$ cat config.mk
export PLATFORM = sky130hd
export DESIGN_NAME = apu_sequential_mixer_flat
export DESIGN_NICKNAME = d
export VERILOG_FILES = /design/src/rtl/apu_sequential_mixer_pkg.sv /design/src/rtl/apu_sequential_mixer_if.sv /design/src/rtl/apu_sequential_mixer_scaler.sv /design/src/rtl/apu_sequential_mixer.sv /design/src/flat_wrapper.sv
export SDC_FILE = /design/constraint.sdc
export NUM_CORES = 1
export LEC_CHECK = 0
export ABC_AREA = 1
export CORE_ASPECT_RATIO = 2
export CORE_MARGIN = 10
export CORE_UTILIZATION = 45
export DETAILED_ROUTE_END_ITERATION = 8
export DONT_BUFFER_PORTS = 1
export GPL_TIMING_DRIVEN = 0
export PLACE_DENSITY_LB_ADDON = 0.1
export SETUP_SLACK_MARGIN = 0.2
export SLEW_MARGIN = 10
export SYNTH_ARGS = -nofsm -noshare
export SYNTH_HDL_FRONTEND = slang
export SYNTH_SLANG_ARGS = --single-unit
$ cat constraint.sdc
create_clock -name i_clk -period 4.75 [get_ports i_clk]
set_input_delay 1.425 -clock i_clk [delete_from_list [all_inputs] [get_ports i_clk]]
set_output_delay 1.425 -clock i_clk [all_outputs]
set_load 0.01 [all_outputs]
$ cat src/rtl/apu_sequential_mixer_pkg.sv
// Shared types and helpers for the APU sequential mixer.
package apu_pkg;

  typedef enum logic [1:0] {
    IDLE   = 2'd0,
    ACCUM  = 2'd1,
    OUTPUT = 2'd2
  } mixer_state_t;

  localparam int APU_DEFAULT_CHANNELS = 4;

  // Accumulator width large enough that the sum of all channels can never wrap.
  function automatic int mix_acc_width(input int num_channels, input int sample_width);
    return sample_width + $clog2(num_channels) + 1;
  endfunction

endpackage

$ cat src/rtl/apu_sequential_mixer_if.sv
// Bus between the channel generators, the mixer and the DAC/PWM stage.
// Optional macro APU_MIXER_PEAK_EN adds the peak-meter clear input and peak output.
interface apu_sequential_mixer_if
  import apu_pkg::*;
#(
  parameter int NUM_CHANNELS = APU_DEFAULT_CHANNELS,
  parameter int SAMPLE_WIDTH = 9,
  parameter int VOL_WIDTH    = 4,
  parameter int OUT_WIDTH    = 11
);

  logic                              i_sample_stb;
  logic [NUM_CHANNELS*SAMPLE_WIDTH-1:0] i_samples;
  logic [NUM_CHANNELS-1:0]           i_mixer;
  logic [NUM_CHANNELS*VOL_WIDTH-1:0] i_volume;
  logic [OUT_WIDTH-1:0]              o_sample;
  logic                              o_sample_stb;
  logic                              o_busy;
  logic                              o_clip;
  logic                              o_overrun;
`ifdef APU_MIXER_PEAK_EN
  logic                              i_peak_clr;
  logic [OUT_WIDTH-1:0]              o_peak;

  modport master (
    output i_sample_stb, i_samples, i_mixer, i_volume, i_peak_clr,
    input  o_sample, o_sample_stb, o_busy, o_clip, o_overrun, o_peak
  );

  modport slave (
    input  i_sample_stb, i_samples, i_mixer, i_volume, i_peak_clr,
    output o_sample, o_sample_stb, o_busy, o_clip, o_overrun, o_peak
  );
`else
  modport master (
    output i_sample_stb, i_samples, i_mixer, i_volume,
    input  o_sample, o_sample_stb, o_busy, o_clip, o_overrun
  );

  modport slave (
    input  i_sample_stb, i_samples, i_mixer, i_volume,
    output o_sample, o_sample_stb, o_busy, o_clip, o_overrun
  );
`endif

endinterface

$ cat src/rtl/apu_sequential_mixer_scaler.sv
// Per-channel volume scaler: all-ones volume is unity gain, otherwise (s*v) >> VOL_WIDTH.
module apu_channel_scaler
  import apu_pkg::*;
#(
  parameter int SAMPLE_WIDTH = 9,
  parameter int VOL_WIDTH    = 4
) (
  input  logic [SAMPLE_WIDTH-1:0] i_sample,
  input  logic [VOL_WIDTH-1:0]    i_volume,
  output logic [SAMPLE_WIDTH-1:0] o_scaled
);

  localparam int PROD_W = SAMPLE_WIDTH + VOL_WIDTH;

  logic [PROD_W-1:0] w_product;

  // Full-volume bypass keeps full scale reachable; other volumes truncate the product.
  always_comb begin
    w_product = PROD_W'(i_sample) * PROD_W'(i_volume);
    if (&i_volume) begin
      o_scaled = i_sample;
    end else begin
      o_scaled = w_product[PROD_W-1:VOL_WIDTH];
    end
  end

endmodule

$ cat src/rtl/apu_sequential_mixer.sv
// N-channel sequential mixer: snapshot on strobe, accumulate one channel per clock,
// then saturate and publish with a one-cycle valid strobe.
// Optional macro APU_MIXER_PEAK_EN builds a peak-hold meter on the published samples.
module apu_sequential_mixer
  import apu_pkg::*;
#(
  parameter int NUM_CHANNELS = APU_DEFAULT_CHANNELS,
  parameter int SAMPLE_WIDTH = 9,
  parameter int VOL_WIDTH    = 4,
  parameter int OUT_WIDTH    = 11
) (
  input  logic                   i_clk,
  input  logic                   i_rst,
  apu_sequential_mixer_if.slave  bus
);

  localparam int ACC_W = mix_acc_width(NUM_CHANNELS, SAMPLE_WIDTH);
  localparam int IDX_W = (NUM_CHANNELS > 1) ? $clog2(NUM_CHANNELS) : 1;
  localparam int CMP_W = (ACC_W > OUT_WIDTH) ? ACC_W : OUT_WIDTH;

  mixer_state_t r_state;
  mixer_state_t w_next_state;
  logic         w_load;
  logic         w_accum;
  logic         w_output;

  logic [SAMPLE_WIDTH-1:0] r_samples [NUM_CHANNELS];
  logic [VOL_WIDTH-1:0]    r_volume  [NUM_CHANNELS];
  logic [NUM_CHANNELS-1:0] r_mask;

  logic [IDX_W-1:0]        r_ch_idx;
  logic                    w_last;
  logic [ACC_W-1:0]        r_acc;

  logic [SAMPLE_WIDTH-1:0] w_sel_sample;
  logic [VOL_WIDTH-1:0]    w_sel_volume;
  logic [SAMPLE_WIDTH-1:0] w_scaled;
  logic [SAMPLE_WIDTH-1:0] w_gated;

  logic [CMP_W-1:0]        w_acc_ext;
  logic                    w_clip;
  logic [OUT_WIDTH-1:0]    w_sat;

  logic [OUT_WIDTH-1:0]    r_sample;
  logic                    r_sample_stb;
  logic                    r_clip;
  logic                    r_overrun;

  assign w_last       = (r_ch_idx == IDX_W'(NUM_CHANNELS - 1));
  assign w_sel_sample = r_samples[r_ch_idx];
  assign w_sel_volume = r_volume[r_ch_idx];
  assign w_gated      = r_mask[r_ch_idx] ? w_scaled : '0;

  assign w_acc_ext    = CMP_W'(r_acc);
  assign w_clip       = (w_acc_ext > CMP_W'({OUT_WIDTH{1'b1}}));
  assign w_sat        = w_clip ? {OUT_WIDTH{1'b1}} : OUT_WIDTH'(r_acc);

  apu_channel_scaler #(
    .SAMPLE_WIDTH (SAMPLE_WIDTH),
    .VOL_WIDTH    (VOL_WIDTH)
  ) u_scaler (
    .i_sample (w_sel_sample),
    .i_volume (w_sel_volume),
    .o_scaled (w_scaled)
  );

  // State register; reset aborts any mix in progress.
  always_ff @(posedge i_clk or posedge i_rst) begin
    if (i_rst) begin
      r_state <= IDLE;
    end else begin
      r_state <= w_next_state;
    end
  end

  // Next-state logic plus the load/accumulate/publish controls for the datapath.
  always_comb begin
    w_next_state = r_state;
    w_load       = 1'b0;
    w_accum      = 1'b0;
    w_output     = 1'b0;
    case (r_state)
      IDLE: begin
        if (bus.i_sample_stb) begin
          w_load       = 1'b1;
          w_next_state = ACCUM;
        end
      end
      ACCUM: begin
        w_accum = 1'b1;
        if (w_last) begin
          w_next_state = OUTPUT;
        end
      end
      OUTPUT: begin
        w_output     = 1'b1;
        w_next_state = IDLE;
      end
      default: begin
        w_next_state = IDLE;
      end
    endcase
  end

  // Snapshot of all mixing inputs so later input changes cannot disturb this mix.
  always_ff @(posedge i_clk or posedge i_rst) begin
    if (i_rst) begin
      for (int k = 0; k < NUM_CHANNELS; k++) begin
        r_samples[k] <= '0;
        r_volume[k]  <= '0;
      end
      r_mask <= '0;
    end else if (w_load) begin
      for (int k = 0; k < NUM_CHANNELS; k++) begin
        r_samples[k] <= bus.i_samples[k*SAMPLE_WIDTH +: SAMPLE_WIDTH];
        r_volume[k]  <= bus.i_volume[k*VOL_WIDTH +: VOL_WIDTH];
      end
      r_mask <= bus.i_mixer;
    end
  end

  // Channel walk and running sum; the index holds on the last channel until the next load.
  always_ff @(posedge i_clk or posedge i_rst) begin
    if (i_rst) begin
      r_acc    <= '0;
      r_ch_idx <= '0;
    end else if (w_load) begin
      r_acc    <= '0;
      r_ch_idx <= '0;
    end else if (w_accum) begin
      r_acc <= r_acc + ACC_W'(w_gated);
      if (!w_last) begin
        r_ch_idx <= r_ch_idx + IDX_W'(1);
      end
    end
  end

  // Published sample is held between mixes; strobes and flags are single-cycle pulses.
  always_ff @(posedge i_clk or posedge i_rst) begin
    if (i_rst) begin
      r_sample     <= '0;
      r_sample_stb <= 1'b0;
      r_clip       <= 1'b0;
      r_overrun    <= 1'b0;
    end else begin
      r_sample_stb <= w_output;
      r_clip       <= w_output && w_clip;
      r_overrun    <= bus.i_sample_stb && (r_state != IDLE);
      if (w_output) begin
        r_sample <= w_sat;
      end
    end
  end

  assign bus.o_sample     = r_sample;
  assign bus.o_sample_stb = r_sample_stb;
  assign bus.o_clip       = r_clip;
  assign bus.o_overrun    = r_overrun;
  assign bus.o_busy       = (r_state != IDLE);

`ifdef APU_MIXER_PEAK_EN
  logic [OUT_WIDTH-1:0] r_peak;

  // Peak hold of published samples; a clear coinciding with a publish keeps the new sample.
  always_ff @(posedge i_clk or posedge i_rst) begin
    if (i_rst) begin
      r_peak <= '0;
    end else if (w_output) begin
      if (bus.i_peak_clr || (w_sat > r_peak)) begin
        r_peak <= w_sat;
      end
    end else if (bus.i_peak_clr) begin
      r_peak <= '0;
    end
  end

  assign bus.o_peak = r_peak;
`endif

endmodule

$ cat src/flat_wrapper.sv
// flat-port wrapper written by rule: the top's interface ports become plain ports
module apu_sequential_mixer_flat import apu_pkg::*;
#(
  parameter int NUM_CHANNELS = APU_DEFAULT_CHANNELS,
  parameter int SAMPLE_WIDTH = 9,
  parameter int VOL_WIDTH    = 4,
  parameter int OUT_WIDTH    = 11
)
  (i_clk, i_rst, bus_i_sample_stb, bus_i_samples, bus_i_mixer, bus_i_volume, bus_o_sample, bus_o_sample_stb, bus_o_busy, bus_o_clip, bus_o_overrun);
  apu_sequential_mixer_if #(.NUM_CHANNELS(NUM_CHANNELS), .SAMPLE_WIDTH(SAMPLE_WIDTH), .VOL_WIDTH(VOL_WIDTH), .OUT_WIDTH(OUT_WIDTH)) bus_i ();
  input  logic i_clk;
  input  logic i_rst;
  input wire logic [$bits(bus_i.i_sample_stb)-1:0] bus_i_sample_stb;
  input wire logic [$bits(bus_i.i_samples)-1:0] bus_i_samples;
  input wire logic [$bits(bus_i.i_mixer)-1:0] bus_i_mixer;
  input wire logic [$bits(bus_i.i_volume)-1:0] bus_i_volume;
  output wire logic [$bits(bus_i.o_sample)-1:0] bus_o_sample;
  output wire logic [$bits(bus_i.o_sample_stb)-1:0] bus_o_sample_stb;
  output wire logic [$bits(bus_i.o_busy)-1:0] bus_o_busy;
  output wire logic [$bits(bus_i.o_clip)-1:0] bus_o_clip;
  output wire logic [$bits(bus_i.o_overrun)-1:0] bus_o_overrun;
  assign bus_i.i_sample_stb = bus_i_sample_stb;
  assign bus_i.i_samples = bus_i_samples;
  assign bus_i.i_mixer = bus_i_mixer;
  assign bus_i.i_volume = bus_i_volume;
  assign bus_o_sample = bus_i.o_sample;
  assign bus_o_sample_stb = bus_i.o_sample_stb;
  assign bus_o_busy = bus_i.o_busy;
  assign bus_o_clip = bus_i.o_clip;
  assign bus_o_overrun = bus_i.o_overrun;
  apu_sequential_mixer #(.NUM_CHANNELS(NUM_CHANNELS), .SAMPLE_WIDTH(SAMPLE_WIDTH), .VOL_WIDTH(VOL_WIDTH), .OUT_WIDTH(OUT_WIDTH)) u_core (.i_clk(i_clk), .i_rst(i_rst), .bus(bus_i));
endmodule
==> results.py <==
metrics = {
    "status": {
        "status": "complete, but fails checks",
        "violations": "setup timing",
    },
    "logic_synthesis": {
        "seq_area_frac_synth": 0.399,
        "async_reset_ff_frac": 1.00,
        "synth_top_area_cell": "dfrtp_1",
        "ys_ff_latch": 86,
        "synth_edf_count": 0,
        "synth-main-ff-cell": "dfrtp_1",
        "yosysWarnings": 0,
        "yosys.area.top_type_share": 0.399,
        "syn_area_mm2": 0.00539,
        "syn_nets": 807,
        "synthTopCellsByArea": "dfrtp_1, nand2_1, ha_1, fa_1, nor2_1",
        "yosysUniqueCellTypes": 43,
        "syn_area_per_cell_um2": 7.61,
        "synth_cells": 709,
    },
    "floorplanning": {
        "ioPinCount": 74,
        "die_h_um": 175,
        "fp.dieW_um": 97.4,
        "row_count": 56,
        "die_area_mm2": 0.0170,
        "start_util": 0.458,
        "coreArea_mm2": 0.0118,
    },
    "detailed_routing": {
        "drt-wirelength-per-cell_um": 16.9,
        "viasPerCell": 5.27,
        "drtAntennaViolNets": 0,
        "drt-total-wl_um": 15500,
        "first_iter_violations": 146,
        "num_vias": 4819,
        "drcViolationCount": 0,
        "firstDrtPassIters": 6,
    },
    "setup_path": {
        "critPathBufInv": 7,
        "critPathLaunchType": "flip-flop",
        "rrSetupSlack_ps": -230,
        "endpoint_kind": "flip-flop",
        "critPathMaxStageDelay_ps": 550,
        "cp.required_ps": 4980,
        "cpMostUsedCell": "nand2_2",
        "crit_path_end": "u_core.r_acc[11]",
        "cp.arrival_ps": 5210,
        "rr_endpoint": "u_core.r_acc[11]",
        "cpLargestDelayFamily": "adder cells",
        "worstPathMaxFanout": 5,
        "cp_slowest_cell": "fa_1",
        "path_depth": 34,
        "path_class": "reg -> reg",
        "rr_startpoint": "u_core.r_ch_idx[0]",
        "reg2reg_depth": 34,
        "crit_path_start": "u_core.r_ch_idx[0]",
    },
    "finish": {
        "final_cell_mix": "nand2_1, dfrtp_1, nor2_1",
        "final_cell_area_mm2": 0.00677,
        "insertedDiodeCount": 0,
        "nNetsFinal": 864,
        "drive_gt1_frac": 0.251,
        "synthToLayoutAreaGrowth_pct": 25.5,
        "final_core_util": 0.575,
        "mostFrequentLayoutCell": "nand2_1",
    },
    "clocking": {
        "root_buffer": "clkbuf_16",
        "cts_buffers": 9,
        "ctsHtreeMaxLevel": 3,
        "cts_num_sinks": 86,
        "clkTransAtPathRegs_ps": 70,
        "hold_buffers": 0,
        "clk_latency_ps": 340,
        "cts_buffer_depth": 2,
        "cts_tree": "built",
    },
    "place": {
        "portBuffers": 0,
        "hpwl_um": 11500,
        "placed_area_mm2": 0.00563,
        "place_congestion": 0.849,
    },
    "timing": {
        "slew_headroom": 0.502,
        "hold_viol": 0,
        "max_freq_ghz": 0.201,
        "drv_slew": 0,
        "setup_viol": 6,
        "rsz0062_at_grt": "true",
        "fin_crit_ps": 4980,
        "worst_pin_slew_ps": 744,
        "fin_skew_ps": 6.10,
        "layout_setup_ws_ps": -226,
        "period_share": 1.05,
    },
    "global_routing": {
        "grt_pass1_wl_um": 24400,
        "antenna_found_initial": 0,
        "grt_max_degree": 61,
        "met3_usage": 0.0395,
        "grt_overflow": 0,
        "grt_pass1_vias": 5156,
        "grtUsageMet1": 0.150,
        "track_usage": 0.176,
        "grt_use_met2": 0.358,
        "top_usage_layer": "met2",
    },
    "min_path": {
        "hp-class": "reg -> reg",
    },
    "flow_run": {
        "maxCapViolations": 0,
    },
}
tightest hold or removal path, cell delays in order (launching register included):
cell and delay (ps):
dfrtp_1 340, nand2_1 60, nand2_1 40
synth_stat cells, types with 3 or more instances:
cell type,count
nand3_2,6
nand2_1,270
clkbuf_1,13
fa_1,14
dfrtp_1,86
nor2_1,72
nor2_4,4
a21oi_1,26
a32oi_1,7
nand3_1,21
inv_1,66
buf_2,5
o21ai_0,33
ha_1,25
buf_6,7
nand2_4,3
a31oi_1,4
nand2_2,8
o21ai_1,5
o21bai_1,3
logic make-up after synthesis:
kind of cell | count (synthesis) | synth area share
adder cells (fa/ha/maj) | 39 | 0.110
AND/OR/NAND/NOR | 392 | 0.302
AO/OA/AOI/OAI | 94 | 0.104
buffers and inverters | 96 | 0.0812
XOR/XNOR | 2 | 0.00325
flip-flops | 86 | 0.399
layer usage:
metal	routed length, um	part of all wire
met1	5150	0.33
met2	9130	0.59
met3	650	0.042
met4	569	0.037
met5	0	0
area by class of cell:
class,instances,area (um2)
Fill cell,1119,5000
Multi-Input combinational cell,527,3250
Sequential cell,86,2150
Timing Repair Buffer,46,442
Inverter,68,268
Clock buffer,10,229
Buffer,28,204
Tap cell,145,181
Clock inverter,5,36.3
metrics by stage:
stage	hold slack, ps	cells	TNS, ps	setup slack (ps)
after global placement	454	854	-3340	-770
after global routing	487	915	-2550	-453
after CTS	469	904	-858	-253
after detailed placement	453	855	-3650	-875
after floorplan	437	709	0	160
final	470	915	-953	-226
worst min-delay path by stage:
stage / from / end / cells past startpoint
floorplan: u_core.r_mask[3] / u_core.r_mask[3] / 2
global placement: u_core.r_mask[3] / u_core.r_mask[3] / 2
detailed placement: u_core.r_mask[3] / u_core.r_mask[3] / 2
CTS: u_core.r_mask[3] / u_core.r_mask[3] / 2
global route: u_core.r_samples[8] / u_core.r_samples[8] / 2
finish: u_core.r_mask[3] / u_core.r_mask[3] / 2
sequential cells by signal, indices dropped and copies added (netlist names):
| register | cells |
|---|---|
| u_core.bus.o_sample_stb | 1 |
| u_core.bus.o_overrun | 1 |
| u_core.r_state | 2 |
| u_core.r_acc | 12 |
| u_core.r_mask | 4 |
| u_core.r_volume | 16 |
| u_core.r_ch_idx | 2 |
| u_core.bus.o_clip | 1 |
| u_core.bus.o_sample | 11 |
| u_core.r_samples | 36 |
what timing repair did:
action | 4_1_cts | 5_1_grt
hold endpoints to repair | 0 | 0
cloned | 1 | 0
endpoints found under the setup margin | 11 | 11
gates resized for setup | 76 | 47
pin swaps | 36 | 28
buffers inserted | 33 | 11
Power is left out: the tool's default activity adds up to more than one toggle a clock period on the data nets, which glitch-free logic cannot reach.
==> patch 1: new RTL, same flow settings <==
The 3 states of `mixer_state_t` get a one-hot encoding in 3 bits.
--- a/src/rtl/apu_sequential_mixer_pkg.sv
+++ b/src/rtl/apu_sequential_mixer_pkg.sv
@@ -1,10 +1,10 @@
 // Shared types and helpers for the APU sequential mixer.
 package apu_pkg;
 
-  typedef enum logic [1:0] {
-    IDLE   = 2'd0,
-    ACCUM  = 2'd1,
-    OUTPUT = 2'd2
+  typedef enum logic [2:0] {
+    IDLE   = 3'b001,
+    ACCUM  = 3'b010,
+    OUTPUT = 3'b100
   } mixer_state_t;
 
   localparam int APU_DEFAULT_CHANNELS = 4;
Function: same outputs for any inputs over 4 cycles, from zero or initial values and one cycle with i_rst high; so few cycles prove little.
==> patch 1 against the original RTL <==
The flow still finishes with violations (setup timing). Worst setup slack got worse by 61 ps. Wire length grew 6.8%. Design area rose by 9.6%. Maximum frequency fell by 1.2%. Sequential cell count rose by 1. Via count up 4.7%. Area after synthesis up 2.9%. Die area grew 2.4%. Critical path type unchanged. Critical endpoint is now u_core.r_acc[10].
Power is left out: the tool's default activity adds up to more than one toggle a clock period on the data nets, which glitch-free logic cannot reach.
==> patch 1: results (changes against the original RTL) <==
Placed Area=5880 um2 (+4.4%); pre-CTS setup slack=-696 ps (+178 ps); HP Start=u_core.r_samples[27]; Setup Skew=9.31 ps (+3.21 ps); vias in the first global route=5,319 (+3.2%); Reg2Reg Depth=29 (-15%); final worst-path setup slack=-286 ps (-60.7 ps); WHS Endpoint=u_core.r_samples[27]; register area share after synthesis=0.393 (-0.00634); crit path launch=u_core.r_ch_idx[0]; Clk Latency, worst-skew pair=350 ps; postcts setup bufs=50 (+52%); # diodes=0 (unchanged); first-pass GRT wire length=25.9 mm (+6.0%); vias per cell=5.33 (+1.2%); Final Setup Violations=7 (+1); Clock Path Buffers=2 (unchanged); Setup TNS Final=-1470 ps (-516 ps); Critical Path Fanout Max=7 (+2); CP endpoint=u_core.r_acc[10]; syn_area_per_cell=7.81 um2 (+2.7%); drt total wl=16.6 mm (+6.8%); synth top area cells=dfrtp_1 (39%), nand2_1 (18%), ha_1 (5.6%), fa_1 (5.1%), inv_1 (4.1%); largest net degree at the start of global routing=64 (+4.9%); Post-CTS Resized=94 (+24%); detailed-route via count=5,047 (+4.7%); delay-heaviest family, CP=adder cells; share of cells above drive strength 1=0.333 (+0.0819); port buffer count=0 (unchanged); WHS Path Cells=2 (unchanged); critical path's slowest cell=fa_2; Net Count, Synth=808 (+0.12%); cell count after placement=858 (+0.35%); Final nets=893 (+3.4%); All-Layer GR Usage=0.184 (+0.00810); Starting DRT DRC Count=211 (+45%); Synth top cells by count=nand2_1 (272), dfrtp_1 (86), inv_1 (61), nor2_1 (54), o21ai_0 (35); number of H-tree levels=3 (unchanged); router iterations before antenna repair=4 (-2); Worst EP arrival=5290 ps (+80 ps); Rel. slew slack=0.607 (+0.105); DPL Wire Length=12.0 mm (+4.0%); Root Buffer=clkbuf_16; GPL Wtd Cong=0.881 (+3.8%); multi-input logic area=3610 um2 (+11%); slowest stage delay, CP=540 ps; Hold Slack=473 ps (+2.77 ps); status=finished with violations; violated checks=setup timing; total CTS buffers=9 (unchanged); Layout fillers=1,045 (-6.6%); initial antenna violation count=0 (unchanged); post-synthesis cell type count=52 (+21%)
[patch 1: changes by cell type after synthesis, sizes merged, moves of 3 or more]
cell / delta
clkbuf: -5
inv: -4
nor2: -17
nand3: +3
nor3: +4
nand2: +7
buf: +4
[patch 1: cells by family (layout without fill, tap and decap cells)]
logic type	count (synthesis)	after routing	synth area share
fa+ha+maj	39	39	0.107
simple gates	389	389	0.303
buf+inv	93	183	0.0832
flops	87	87	0.393
compound gates	99	99	0.109
xor+xnor	3	3	0.00474
[patch 1: layout make-up]
type / instances / area share
multi-input cells: 530 / 0.487
inverters: 66 / 0.0351
repair buffers: 74 / 0.0866
clock inverters: 7 / 0.00827
flip-flops and latches: 87 / 0.294
clock buffers: 9 / 0.0304
plain buffers: 27 / 0.0339
well taps: 147 / 0.0248
[patch 1: metal layers]
metal	up-vias	global-route usage	wire [um]
met5	-	0	0
li1	2436	-	-
met3	50	0.0348	652
met2	141	0.361	9510
met4	0	0.110	917
met1	2420	0.166	5470
==> patch 2: new RTL, same settings <==
Without the edit above. `OUT_WIDTH` is set to 11 in 3 places; all go to 10.
--- a/src/rtl/apu_sequential_mixer_if.sv
+++ b/src/rtl/apu_sequential_mixer_if.sv
@@ -6,7 +6,7 @@
   parameter int NUM_CHANNELS = APU_DEFAULT_CHANNELS,
   parameter int SAMPLE_WIDTH = 9,
   parameter int VOL_WIDTH    = 4,
-  parameter int OUT_WIDTH    = 11
+  parameter int OUT_WIDTH    = 10
 );
 
   logic                              i_sample_stb;
--- a/src/rtl/apu_sequential_mixer.sv
+++ b/src/rtl/apu_sequential_mixer.sv
@@ -7,7 +7,7 @@
   parameter int NUM_CHANNELS = APU_DEFAULT_CHANNELS,
   parameter int SAMPLE_WIDTH = 9,
   parameter int VOL_WIDTH    = 4,
-  parameter int OUT_WIDTH    = 11
+  parameter int OUT_WIDTH    = 10
 ) (
   input  logic                   i_clk,
   input  logic                   i_rst,
--- a/src/flat_wrapper.sv
+++ b/src/flat_wrapper.sv
@@ -4,7 +4,7 @@
   parameter int NUM_CHANNELS = APU_DEFAULT_CHANNELS,
   parameter int SAMPLE_WIDTH = 9,
   parameter int VOL_WIDTH    = 4,
-  parameter int OUT_WIDTH    = 11
+  parameter int OUT_WIDTH    = 10
 )
   (i_clk, i_rst, bus_i_sample_stb, bus_i_samples, bus_i_mixer, bus_i_volume, bus_o_sample, bus_o_sample_stb, bus_o_busy, bus_o_clip, bus_o_overrun);
   apu_sequential_mixer_if #(.NUM_CHANNELS(NUM_CHANNELS), .SAMPLE_WIDTH(SAMPLE_WIDTH), .VOL_WIDTH(VOL_WIDTH), .OUT_WIDTH(OUT_WIDTH)) bus_i ();
Ports: changed (resized bus_o_sample); port bits go from 74 to 73. No check against the original RTL was run, so the function may have changed too.
==> patch 2 against the original RTL <==
The run still ends with setup timing left. Area after synthesis is 0.42% lower. Wire length decreased by 3.5%. Sequential share of layout area shrank 0.32 points. Design area fell by 0.15%. Worst setup slack got worse by 58 ps. Sequential cell count is 1 lower. Critical endpoint unchanged.
Power is left out: the tool's default activity adds up to more than one toggle a clock period on the data nets, which glitch-free logic cannot reach.
==> patch 2: results (changes against the original RTL) <==
status=finished with violations; violated checks=setup timing; Clk Latency, worst-skew pair=350 ps; Synth top cells by count=nand2_1 (257), dfrtp_1 (85), inv_1 (76), nor2_1 (61), a21oi_1 (34); Net Count, Synth=803 (-0.50%); slowest stage delay, CP=560 ps; vias per cell=5.10 (-3.1%); Worst EP arrival=5270 ps (+60 ps); Clock Path Buffers=2 (unchanged); Critical Path Fanout Max=5 (unchanged); number of H-tree levels=3 (unchanged); max layer used=met4; Hold Path Class=reg2reg; Starting DRT DRC Count=176 (+21%); asr flop ratio synth=1.00 (unchanged); All-Layer GR Usage=0.172 (-0.00361); Clock transition at path regs=70 ps (about the same); critical path's slowest cell=fa_1; met1 WL=5.35 mm (+3.9%); DPL Wire Length=11.2 mm (-2.7%); Setup Skew=7.18 ps (+1.08 ps); Largest regs=u_core.r_samples x36, u_core.r_volume x16, u_core.r_acc x12; # diodes=0 (unchanged); delay-heaviest family, CP=adder cells; synth top area cells=dfrtp_1 (40%), nand2_1 (18%), ha_1 (5.8%), inv_1 (5.3%), fa_1 (5.2%); Root Buffer=clkbuf_16; WL/cell=16.3 um (-3.5%); Final Setup Violations=6 (unchanged); Placed Area=5600 um2 (-0.42%); final hold vios=0 (unchanged); initial antenna violation count=0 (unchanged); register area share after synthesis=0.396 (-0.00299); Synth Warn #=0 (unchanged); Final nets=863 (-0.12%); met3 wire length=526 um (-19%); router iterations before antenna repair=4 (-2); vias in the first global route=5,115 (-0.80%); Post-synth top flop=dfrtp_1; total CTS buffers=9 (unchanged); share of cells above drive strength 1=0.244 (-0.00649); final worst-path setup slack=-283 ps (-57.6 ps); GPL Wtd Cong=0.825 (-2.8%); post-synthesis cell type count=42 (-2.3%); Rel. slew slack=0.506 (+0.00406); met2 wire len=8.69 mm (-4.9%); largest net degree at the start of global routing=63 (+3.3%); port buffer count=0 (unchanged); first-pass GRT wire length=24.2 mm (-1.1%)
patch 2: per-layer routing:
| metal | GRT usage | vias to the layer above |
|---|---|---|
| li1 | - | 2346 |
| met4 | 0.0713 | 0 |
| met2 | 0.346 | 91 |
| met5 | 0 | - |
| met3 | 0.0342 | 25 |
| met1 | 0.160 | 2208 |
patch 2: path summary, 6_finish.rpt:
path / slack (ps) / startpoint / cells after the start / end
max: -280 / u_core.r_ch_idx[0] / 31 / u_core.r_acc[11]
min: 470 / u_core.r_mask[3] / 2 / u_core.r_mask[3]
max reg2reg: -280 / u_core.r_ch_idx[0] / 31 / u_core.r_acc[11]
min reg2reg: 470 / u_core.r_mask[3] / 2 / u_core.r_mask[3]
max in group asynchronous: 3230 / i_rst / 2 / u_core.r_samples[3]
min in group asynchronous: 910 / i_rst / 1 / u_core.bus.o_overrun
patch 2: cell type report:
class                      instances  area [um2]
fill                            1090        4940
multi-input combinational        514        3210
sequential                        85        2130
timing repair buffer              49         452
inverter                          79         309
clock buffer                       9         225
buffer                            27         194
tap                              145         181
clock inverter                     7        56.3
patch 2: cells by family (layout without fill, tap and decap cells):
kind of cell | Yosys count | count (layout) | share of synthesized area
adders and majority gates | 39 | 39 | 0.110
AOI/OAI and AO/OA | 103 | 103 | 0.113
DFF | 85 | 85 | 0.396
buffers and inverters | 106 | 171 | 0.0883
xor gates and xnor gates | 2 | 2 | 0.00326
and+or+nand+nor | 370 | 370 | 0.289
patch 2: worst reg2reg max path: cells and delay by family, from the launching register on:
family | cells | cell delay, ps
adders and majority gates | 4 | 1630
and+or+nand+nor | 12 | 1120
AOI/OAI and AO/OA | 6 | 1010
buffers and inverters | 8 | 700
DFF | 1 | 390
xor gates and xnor gates | 1 | 90
patch 2: timing repair:
item	in CTS	in global routing
pin swaps	31	53
gates cloned	1	0
buffers inserted	30	17
gates resized for setup	57	55
setup endpoints to repair	11	11
patch 2: per-stage QoR:
step | instances | setup TNS [ps] | setup WS [ps] | utilization
2_1_floorplan | 705 | 0 | 123 | -
3_3_place_gp | 850 | -2800 | -695 | 0.476
3_5_place_dp | 851 | -3350 | -779 | 0.479
4_1_cts | 898 | -449 | -179 | 0.548
5_1_grt | 915 | -3060 | -587 | 0.577
6_report | 915 | -1230 | -283 | 0.577
